--- config.mk ---
export PLATFORM = sky130hd
export DESIGN_NAME = slide_sequencer
export DESIGN_NICKNAME = d
export VERILOG_FILES = /design/src/rtl/torso_pkg.sv /design/src/rtl/rect_fetch.sv /design/src/rtl/slide_sequencer.sv
export SDC_FILE = /design/constraint.sdc
export NUM_CORES = 1
export LEC_CHECK = 0
export CORE_MARGIN = 3
export CORE_UTILIZATION = 60
export DETAILED_ROUTE_END_ITERATION = 10
export HOLD_SLACK_MARGIN = 0.02
export PLACE_DENSITY = 0.89
export SYNTH_ARGS = -nofsm -noshare
export SYNTH_HDL_FRONTEND = slang
export SYNTH_SLANG_ARGS = --single-unit
--- constraint.sdc ---
create_clock -name clk -period 10 [get_ports clk]
set_input_delay 2 -clock clk [delete_from_list [all_inputs] [get_ports clk]]
set_output_delay 2 -clock clk [all_outputs]
set_load 0.05 [all_outputs]
--- src/rtl/torso_pkg.sv ---
// torso_pkg: definitions shared by the slide sequencer and its fetch unit.
//   - seq_state_e : sequencer FSM states (IDLE / FETCH / READY)
//   - DEF_COORD_W : default coordinate word width
//   - SLOT_*      : capture order of the four random words
package torso_pkg;

    typedef enum logic [1:0] {
        ST_IDLE  = 2'd0,
        ST_FETCH = 2'd1,
        ST_READY = 2'd2
    } seq_state_e;

    localparam int DEF_COORD_W = 10;

    localparam logic [1:0] SLOT_XA = 2'd0;
    localparam logic [1:0] SLOT_YA = 2'd1;
    localparam logic [1:0] SLOT_XB = 2'd2;
    localparam logic [1:0] SLOT_YB = 2'd3;

endpackage

--- src/rtl/rect_fetch.sv ---
// rect_fetch: fetches four random words over a req/ack handshake and orders
// them into a shadow rectangle (x0<=x1, y0<=y1).
// Ports:
//   clk, rst        clock, asynchronous active-high reset
//   start_i         begin a new fetch (word index restarts at 0)
//   rnd_req_o       request held high until the 4th ack is sampled
//   rnd_ack_i       rnd_data_i valid this cycle
//   rnd_data_i      random coordinate word
//   done_o          combinational: the 4th word is captured on this edge
//   sx0_o..sy1_o    ordered shadow rectangle
module rect_fetch
    import torso_pkg::*;
#(
    parameter int COORD_W = DEF_COORD_W
) (
    input  logic               clk,
    input  logic               rst,
    input  logic               start_i,
    output logic               rnd_req_o,
    input  logic               rnd_ack_i,
    input  logic [COORD_W-1:0] rnd_data_i,
    output logic               done_o,
    output logic [COORD_W-1:0] sx0_o,
    output logic [COORD_W-1:0] sy0_o,
    output logic [COORD_W-1:0] sx1_o,
    output logic [COORD_W-1:0] sy1_o
);

    logic               active_q, active_d;
    logic [1:0]         idx_q, idx_d;
    logic [COORD_W-1:0] xa_q, xa_d, ya_q, ya_d, xb_q, xb_d;
    logic [COORD_W-1:0] sx0_q, sx0_d, sy0_q, sy0_d, sx1_q, sx1_d, sy1_q, sy1_d;
    logic               cap;

    assign cap    = active_q & rnd_ack_i;
    assign done_o = cap & (idx_q == SLOT_YB);

    always_comb begin
        active_d = active_q;
        idx_d    = idx_q;
        xa_d     = xa_q;
        ya_d     = ya_q;
        xb_d     = xb_q;
        sx0_d    = sx0_q;
        sy0_d    = sy0_q;
        sx1_d    = sx1_q;
        sy1_d    = sy1_q;
        if (start_i) begin
            active_d = 1'b1;
            idx_d    = SLOT_XA;
        end else if (cap) begin
            idx_d = idx_q + 2'd1;
            case (idx_q)
                SLOT_XA: xa_d = rnd_data_i;
                SLOT_YA: ya_d = rnd_data_i;
                SLOT_XB: xb_d = rnd_data_i;
                default: begin
                    // last word (yb) is still on the bus: order straight from it
                    active_d = 1'b0;
                    sx0_d    = (xa_q < xb_q) ? xa_q : xb_q;
                    sx1_d    = (xa_q < xb_q) ? xb_q : xa_q;
                    sy0_d    = (ya_q < rnd_data_i) ? ya_q : rnd_data_i;
                    sy1_d    = (ya_q < rnd_data_i) ? rnd_data_i : ya_q;
                end
            endcase
        end
    end

    always_ff @(posedge clk or posedge rst) begin
        if (rst) begin
            active_q <= 1'b0;
            idx_q    <= SLOT_XA;
            xa_q     <= '0;
            ya_q     <= '0;
            xb_q     <= '0;
            sx0_q    <= '0;
            sy0_q    <= '0;
            sx1_q    <= '0;
            sy1_q    <= '0;
        end else begin
            active_q <= active_d;
            idx_q    <= idx_d;
            xa_q     <= xa_d;
            ya_q     <= ya_d;
            xb_q     <= xb_d;
            sx0_q    <= sx0_d;
            sy0_q    <= sy0_d;
            sx1_q    <= sx1_d;
            sy1_q    <= sy1_d;
        end
    end

    assign rnd_req_o = active_q;
    assign sx0_o     = sx0_q;
    assign sy0_o     = sy0_q;
    assign sx1_o     = sx1_q;
    assign sy1_o     = sy1_q;

endmodule

--- src/rtl/slide_sequencer.sv ---
// slide_sequencer: per-second slide controller. Fetches a random shadow
// rectangle on the second pre-warning, commits it on the second boundary,
// counts slides and gates a beep tone for TONE_FRAMES frames per commit.
// Optional feature macro: SLIDE_SEQ_TONE_EN (undefined -> tone_en tied 0).
// Ports:
//   clk, rst                 clock, asynchronous active-high reset
//   enable                   gates sec_pre / sec_tick
//   frame_tick               frame-end pulse (tone countdown)
//   sec_pre, sec_tick        pre-warning and boundary pulses
//   rnd_req/rnd_ack/rnd_data random source handshake
//   rect_x0..rect_y1         active rectangle
//   tone_en                  beep gate
//   slide_cnt                committed slide count (wraps)
//   busy                     fetch in progress (== rnd_req)
//   miss                     one-cycle pulse: boundary with no shadow ready
module slide_sequencer
    import torso_pkg::*;
#(
    parameter int COORD_W     = DEF_COORD_W,
    parameter int TONE_FRAMES = 20,
    parameter int SLIDE_W     = 8
) (
    input  logic               clk,
    input  logic               rst,
    input  logic               enable,
    input  logic               frame_tick,
    input  logic               sec_pre,
    input  logic               sec_tick,
    output logic               rnd_req,
    input  logic               rnd_ack,
    input  logic [COORD_W-1:0] rnd_data,
    output logic [COORD_W-1:0] rect_x0,
    output logic [COORD_W-1:0] rect_y0,
    output logic [COORD_W-1:0] rect_x1,
    output logic [COORD_W-1:0] rect_y1,
    output logic               tone_en,
    output logic [SLIDE_W-1:0] slide_cnt,
    output logic               busy,
    output logic               miss
);

    seq_state_e         state_q, state_d;
    logic               pre_v, tick_v;
    logic               fetch_start, fetch_done, commit, miss_d;
    logic [COORD_W-1:0] sx0, sy0, sx1, sy1;
    logic [COORD_W-1:0] x0_q, y0_q, x1_q, y1_q;
    logic [SLIDE_W-1:0] slide_q;
    logic               miss_q;

    assign pre_v  = sec_pre & enable;
    assign tick_v = sec_tick & enable;

    rect_fetch #(.COORD_W(COORD_W)) u_fetch (
        .clk        (clk),
        .rst        (rst),
        .start_i    (fetch_start),
        .rnd_req_o  (rnd_req),
        .rnd_ack_i  (rnd_ack),
        .rnd_data_i (rnd_data),
        .done_o     (fetch_done),
        .sx0_o      (sx0),
        .sy0_o      (sy0),
        .sx1_o      (sx1),
        .sy1_o      (sy1)
    );

    always_comb begin
        state_d     = state_q;
        fetch_start = 1'b0;
        commit      = 1'b0;
        miss_d      = 1'b0;
        case (state_q)
            ST_IDLE: begin
                if (tick_v) miss_d = 1'b1;
                if (pre_v) begin
                    state_d     = ST_FETCH;
                    fetch_start = 1'b1;
                end
            end
            ST_FETCH: begin
                // a fetch runs to completion even with enable low
                if (tick_v) miss_d = 1'b1;
                if (fetch_done) state_d = ST_READY;
            end
            ST_READY: begin
                if (tick_v) begin
                    commit = 1'b1;
                    if (pre_v) begin
                        state_d     = ST_FETCH;
                        fetch_start = 1'b1;
                    end else begin
                        state_d = ST_IDLE;
                    end
                end
            end
            default: state_d = ST_IDLE;
        endcase
    end

    always_ff @(posedge clk or posedge rst) begin
        if (rst) begin
            state_q <= ST_IDLE;
            x0_q    <= '0;
            y0_q    <= '0;
            x1_q    <= '0;
            y1_q    <= '0;
            slide_q <= '0;
            miss_q  <= 1'b0;
        end else begin
            state_q <= state_d;
            miss_q  <= miss_d;
            if (commit) begin
                x0_q    <= sx0;
                y0_q    <= sy0;
                x1_q    <= sx1;
                y1_q    <= sy1;
                slide_q <= slide_q + 1'b1;
            end
        end
    end

`ifdef SLIDE_SEQ_TONE_EN
    localparam logic [5:0] TONE_LOAD = 6'(TONE_FRAMES);

    logic [5:0] tone_q, tone_d;

    // commit wins over a same-cycle frame_tick, so that tick is not counted
    always_comb begin
        tone_d = tone_q;
        if (commit)
            tone_d = TONE_LOAD;
        else if (frame_tick && (tone_q != 6'd0))
            tone_d = tone_q - 6'd1;
    end

    always_ff @(posedge clk or posedge rst) begin
        if (rst) tone_q <= '0;
        else     tone_q <= tone_d;
    end

    assign tone_en = (tone_q != 6'd0);
`else
    logic unused_tone;
    assign unused_tone = frame_tick ^ (TONE_FRAMES != 0);
    assign tone_en     = 1'b0;
`endif

    assign rect_x0   = x0_q;
    assign rect_y0   = y0_q;
    assign rect_x1   = x1_q;
    assign rect_y1   = y1_q;
    assign slide_cnt = slide_q;
    assign busy      = rnd_req;
    assign miss      = miss_q;

endmodule

==> results of run 1 <==
-- worst min path at each step --
stage | from | end | slack, ps | cells past startpoint
floorplan | u_fetch.sx0_o[0] | rect_x0[0] | 440 | 2
global placement | u_fetch.sx0_o[3] | rect_x0[3] | 450 | 2
detailed placement | u_fetch.sx1_o[4] | rect_x1[4] | 450 | 2
CTS | u_fetch.sx0_o[5] | rect_x0[5] | 470 | 2
global route | rect_y1[3] | rect_y1[3] | 490 | 2
finish | u_fetch.sx0_o[5] | rect_x0[5] | 470 | 2
-- layout make-up --
| class | instances | share of cell area (%) |
|---|---|---|
| Tap cell | 126 | 2.252 |
| Timing Repair Buffer | 72 | 10.08 |
| Multi-Input combinational cell | 409 | 33.64 |
| Clock buffer | 20 | 6.506 |
| Sequential cell | 124 | 44.33 |
| Clock inverter | 12 | 1.984 |
| Inverter | 22 | 1.215 |
-- per-stage QoR --
step                      total power, mW  cells
final                               2.612    785
after global routing                2.743    785
after CTS                           2.595    785
after detailed placement            1.941    753
after global placement              1.878    753
after floorplan                     1.616    590
-- critical path: cells and delay by family --
kind	cells	cell delay (ps)
adders and majority gates	1	330
and+or+nand+nor	1	940
AOI/OAI and AO/OA	4	950
buffers and inverters	2	770
-- where the power goes --
group          leakage [nW]  total, mW  switching, mW  internal [mW]
Clock                 0.280      0.606          0.230          0.376
Combinational          1.56       1.09          0.700          0.392
Sequential             1.54      0.914          0.189          0.725
-- layer usage --
metal,wire (um),global-route usage (%),part of all wire (%)
met5,0,0,0
met4,564,12.65,3.8
met3,1403,8.853,9.5
met2,7419,49.33,50
met1,5450,35.52,37
-- logic make-up (layout without fill, tap and decap cells) --
| logic type | Yosys count | count (layout) |
|---|---|---|
| other | 1 | 1 |
| AND/OR/NAND/NOR | 245 | 245 |
| multiplexers | 30 | 30 |
| flip-flops | 124 | 124 |
| XOR/XNOR | 8 | 8 |
| adder cells (fa/ha/maj) | 23 | 23 |
| buffers and inverters | 57 | 126 |
| AO/OA/AOI/OAI | 102 | 102 |
-- cells in the mapped netlist, types with 5 or more instances --
master and number:
a21o_1 5, a21oi_1 7, a31oi_1 40, buf_2 6, clkbuf_1 26, dfrtp_1 124
ha_1 23, inv_1 21, mux2_2 21, mux2i_1 9, nand2_1 135, nand3_1 43
nor2_1 45, o21ai_0 45, xnor2_1 5
==> out/qor.yml, run 1 <==
outcome:
  status: "complete, no violations"
synth:
  synth_top_family_by_area: "simple AND/OR/NAND/NOR gates"
  synthAdderAreaFrac_pct: 5.066
  yosys.area_share.simple_pct: 18.77
  syn_avg_cell_area_sq_um: 9.628
  synth_top_area_share_pct: 54.63
  synthTopCellsByArea: "dfrtp_1 (55%), nand2_1 (8.9%), ha_1 (5.1%)"
  syn-instance-count: 590
  async_flop_share_pct: 100.0
  yosysUniqueCellTypes: 36
  synth_warnings: 0
  seq_area_frac_synth_pct: 54.63
  synth_ff_type: "dfrtp_1"
  synth_edf_count: 0
  synth-compound-area-share_pct: 10.33
  synth_area_sq_um: 5680
  synth_xor_area_share_pct: 1.233
  synthMuxAreaShare_pct: 5.749
  synth_top_cell_by_area: "dfrtp_1"
  ys_ff_latch: 124
  synth_nets: 630
route:
  drc_errors: 0
  ant_nets: 0
  via_per_inst: 6.176
  wl_per_cell_um: 18.90
  dr.pass1.iters: 6
  routed_wl_um: 14840
  vias: 4848
  first_iter_violations: 523
layout:
  final_common_cell: "nand2_1"
  multiInputGateArea_sq_um: 2355
  nets: 686
  diodes: 0
  layout_common_cells: "nand2_1 (135), dfrtp_1 (124), clkdlybuf4s50_1 (66)"
  area_growth_pct: 23.24
  num-fill-cells: 500
  final_area_sq_um: 7000
  final_util_pct: 77.99
  ff_latch_area_sq_um: 3103
  final_layout_size_suffix_gt1_share_pct: 10.77
grt:
  grt_usage_pct: 29.49
  grt_pass1_wl_um: 23950
  antenna_found_initial: 0
  grt_pass1_vias: 4795
  grt-ovfl-total: 0
  grt_max_degree: 81
setup_path:
  worstPathCellList: "clkdlybuf4s50_1, inv_1, ha_1, a21oi_1, o21ai_0, nor2b_1, o21ai_0, a31oi_1"
  start_kind: "input pin"
  crit_slowest_cell: "nor2b_1"
  required_ps: 10430
  crit_arrival_ps: 4990
  r2r-start: "u_fetch.ya_q[5]"
  r2r_end: "u_fetch.sy0_o[2]"
  r2r_cells: 6
  cp_common_cell: "o21ai_0"
  reg2reg_slack_ps: 7270
  worst_setup_path_end_kind: "register"
  endpoint: "u_fetch.sy0_o[2]"
  critPathLaunch: "rnd_data[3]"
  slowest_delay_ps: 940
  path_class: "in -> reg"
  critPathMaxFanout: 20
sta:
  finalWorstSetupSlack_ps: 5440
  max_freq_mhz: 219.3
  min_period_ps: 4560
  timing.slew.headroom_pct: 19.28
  fin_crit_sh_pct: 45.60
  grt_setup_unrepaired: "false"
  finalSetupTns_ps: 0
  hold_viol_final: 0
  fin_skew_ps: 8.249
  tightest_slew_ps: 1208
  setup_violations: 0
  slew_violations: 0
  whs_ps: 470.5
placement:
  dp_hpwl_um: 8785
  pre_cts_ws_ps: 5192
  placed_area_sq_um: 6406
  io_buffers: 66
  place.gp.congestion: 0.8972
clock_network:
  clk_latency_ps: 520
  numClockSinks: 124
  ctsResizeCount: 0
  clockRootBuffer: "clkbuf_8"
  cts_made_buffers: 17
  htree_num_levels: 4
  cts_tree: "built"
  cts-hold-fix-buffers: 0
  cts_max_path_buffers: 2
  clk_pin_slew_ps: 60
  postCtsSetupBuffers: 0
power_and_ir_drop:
  ir_drop_mv: 0.1820
  powerDensity_nw_per_um2: 373.1
  leakage_nw: 3.373
worst_hold_path:
  hold_path_class: "reg -> reg"
floorplanning:
  ioPinCount: 69
  die-area_sq_um: 10670
  rows: 34
  core-area_sq_um: 8976
  die_w_um: 103.3
  die_h_um: 103.3
  start_util_pct: 63.28
run:
  max-cap-violations: 0
(Power assumes the default switching activity.)
==> run 2, diff against run 1 <==
- CORE_UTILIZATION: 60 -> 50
- PLACE_DENSITY: 0.89 -> 0.8
- clock period: 10 -> 3.9 ns (I/O delays scaled with it)
==> run 2 against run 1 <==
Effect of this change:
- global-route usage down 8.2 points
- wire length down 13%
- sequential cell count unchanged
- setup slack worse by 4400 ps
- register-to-register slack worse by 6000 ps
- die area up 19%
- clock-buffer cell count up 3
- critical path depth unchanged
- largest cell class unchanged
==> out/qor.yml, run 2 (same netlist as run 1, synthesis figures left out) <==
floorplanning:
  rows: 38  # was 34
  die_h_um: 112.6  # was 103.3 um
  ioPinCount: 69  # unchanged
  core-area_sq_um: 10980  # was 8976 sq um
  die-area_sq_um: 12680  # was 10670 sq um
  start_util_pct: 51.72  # was 63.28%
  die_w_um: 112.6  # was 103.3 um
layout:
  area_growth_pct: 23.77  # was 23.24%
  stdcell_count: 800  # was 785
  final_util_pct: 64.01  # was 77.99%
  final_area_sq_um: 7030  # was 7000 sq um
  diodes: 0  # unchanged
  nets: 688  # was 686
  final_layout_size_suffix_gt1_share_pct: 10.61  # was 10.77%
  layout_common_cells: "nand2_1 (135), dfrtp_1 (124), clkdlybuf4s50_1 (66)"  # unchanged
  final_common_cell: "nand2_1"  # unchanged
  num-fill-cells: 865  # was 500
sta:
  finalSetupTns_ps: 0  # unchanged
  finalWorstSetupSlack_ps: 1038  # was 5440 ps
  slew_violations: 0  # unchanged
  timing.slew.headroom_pct: 19.76  # was 19.28%
  fin_crit_sh_pct: 73.38
  setup_violations: 0  # unchanged
  max_freq_mhz: 349.4
  min_period_ps: 2862
  grt_setup_unrepaired: "false"  # unchanged
  tightest_slew_ps: 1201  # was 1208 ps
  whs_ps: 461.4  # was 470.5 ps
  hold_viol_final: 0  # unchanged
  fin_skew_ps: 5.520  # was 8.249 ps
power_and_ir_drop:
  ir_drop_mv: 0.4404  # was 0.1820 mV
  power_frac_clock_pct: 23.5  # was 23.2%
  power_switching_mw: 2.655  # was 1.119 mW
  p_seq_share_pct: 35.4  # was 35.0%
  switching_share_pct: 40.78  # was 42.86%
  p_int_mw: 3.856  # was 1.492 mW
  leakage_nw: 3.396  # was 3.373 nW
  finalPower_mw: 6.511  # was 2.612 mW
  powerDensity_nw_per_um2: 926.0  # was 373.1 nW/um^2
  combPwrFrac_pct: 41.1  # was 41.8%
clock_network:
  numClockSinks: 124  # unchanged
  clk_latency_ps: 410  # was 520 ps
  ctsResizeCount: 0  # unchanged
  postCtsSetupBuffers: 0  # unchanged
  cts_max_path_buffers: 2  # unchanged
  clk_pin_slew_ps: 50  # was 60 ps
  clockRootBuffer: "clkbuf_16"  # was clkbuf_8
  cts-hold-fix-buffers: 0  # unchanged
  cts_made_buffers: 17  # unchanged
  cts_tree: "built"  # unchanged
  htree_num_levels: 4  # unchanged
setup_path:
  required_ps: 4210  # was 10430 ps
  critPathMaxFanout: 20  # unchanged
  path_class: "in -> reg"  # unchanged
  worst_setup_path_end_kind: "register"  # unchanged
  crit_arrival_ps: 3180  # was 4990 ps
  start_kind: "input pin"  # unchanged
placement:
  dp_hpwl_um: 8763  # was 8785 um
  io_buffers: 66  # unchanged
  pre_cts_ws_ps: 678.0  # was 5192 ps
  placed_area_sq_um: 6452  # was 6406 sq um
  post-place-cells: 769  # was 753
  place.gp.congestion: 0.8499  # was 0.8972
route:
  via_per_inst: 5.580  # was 6.176
  ant_nets: 0  # unchanged
  dr.pass1.iters: 5  # was 6
  routed_wl_um: 12890  # was 14840 um
  first_iter_violations: 341  # was 523
  vias: 4464  # was 4848
  drc_errors: 0  # unchanged
  wl_per_cell_um: 16.12  # was 18.90 um
outcome:
  status: "complete, no violations"  # unchanged
grt:
  grt_max_degree: 81  # unchanged
  grt_usage_pct: 21.33  # was 29.49%
  antenna_found_initial: 0  # unchanged
  grt_pass1_wl_um: 21600  # was 23950 um
  grt-ovfl-total: 0  # unchanged
  grt_pass1_vias: 4416  # was 4795
worst_hold_path:
  hold_path_class: "reg -> reg"  # unchanged
run:
  max-cap-violations: 0  # unchanged
## run 2: final timing paths
path,from,endpoint,slack (ps),cells past startpoint
min in group asynchronous,rst,u_fetch.idx_q[0],700,2
max,rnd_data[7],u_fetch.sy1_o[2],1040,8
max reg2reg,u_fetch.xb_q[5],u_fetch.sx0_o[9],1230,7
max in group asynchronous,rst,rect_y1[1],2480,3
min,u_fetch.sx0_o[0],rect_x0[0],460,2
min reg2reg,u_fetch.sx0_o[0],rect_x0[0],460,2
## run 2: layout make-up
type	instances	area [sq um]	area share (%)
sequential	124	3103	44.14
multi-input combinational	409	2355	33.49
timing repair buffer	74	733.2	10.43
clock buffer	23	488.0	6.941
tap	140	175.2	2.492
clock inverter	8	90.09	1.281
inverter	22	86.33	1.228
## run 2: power groups by stage
stage | registers [mW] | logic (mW) | clock network [mW]
6_report | 2.31 | 2.67 | 1.53
5_1_grt | 2.37 | 2.94 | 1.60
4_1_cts | 2.30 | 2.69 | 1.54
3_5_place_dp | 2.31 | 2.66 | 0
3_3_place_gp | 2.28 | 2.57 | 0
2_1_floorplan | 2.80 | 1.34 | 0
## run 2: worst max-delay path, cell delays in order
cell and delay [ps]:
clkdlybuf4s50_1 570, inv_1 110, ha_1 310, nand4_1 180, nor3_1 280, a21o_1 500, o21ai_0 210, a31oi_1 230
## run 2: metal layers
metal | GRT usage, % | part of all wire, % | up-vias
met1 | 27.21 | 42 | 2192
li1 | - | - | 2109
met3 | 4.420 | 4.8 | 29
met2 | 35.47 | 51 | 134
met4 | 8.974 | 2.5 | 0
met5 | 0 | 0 | -
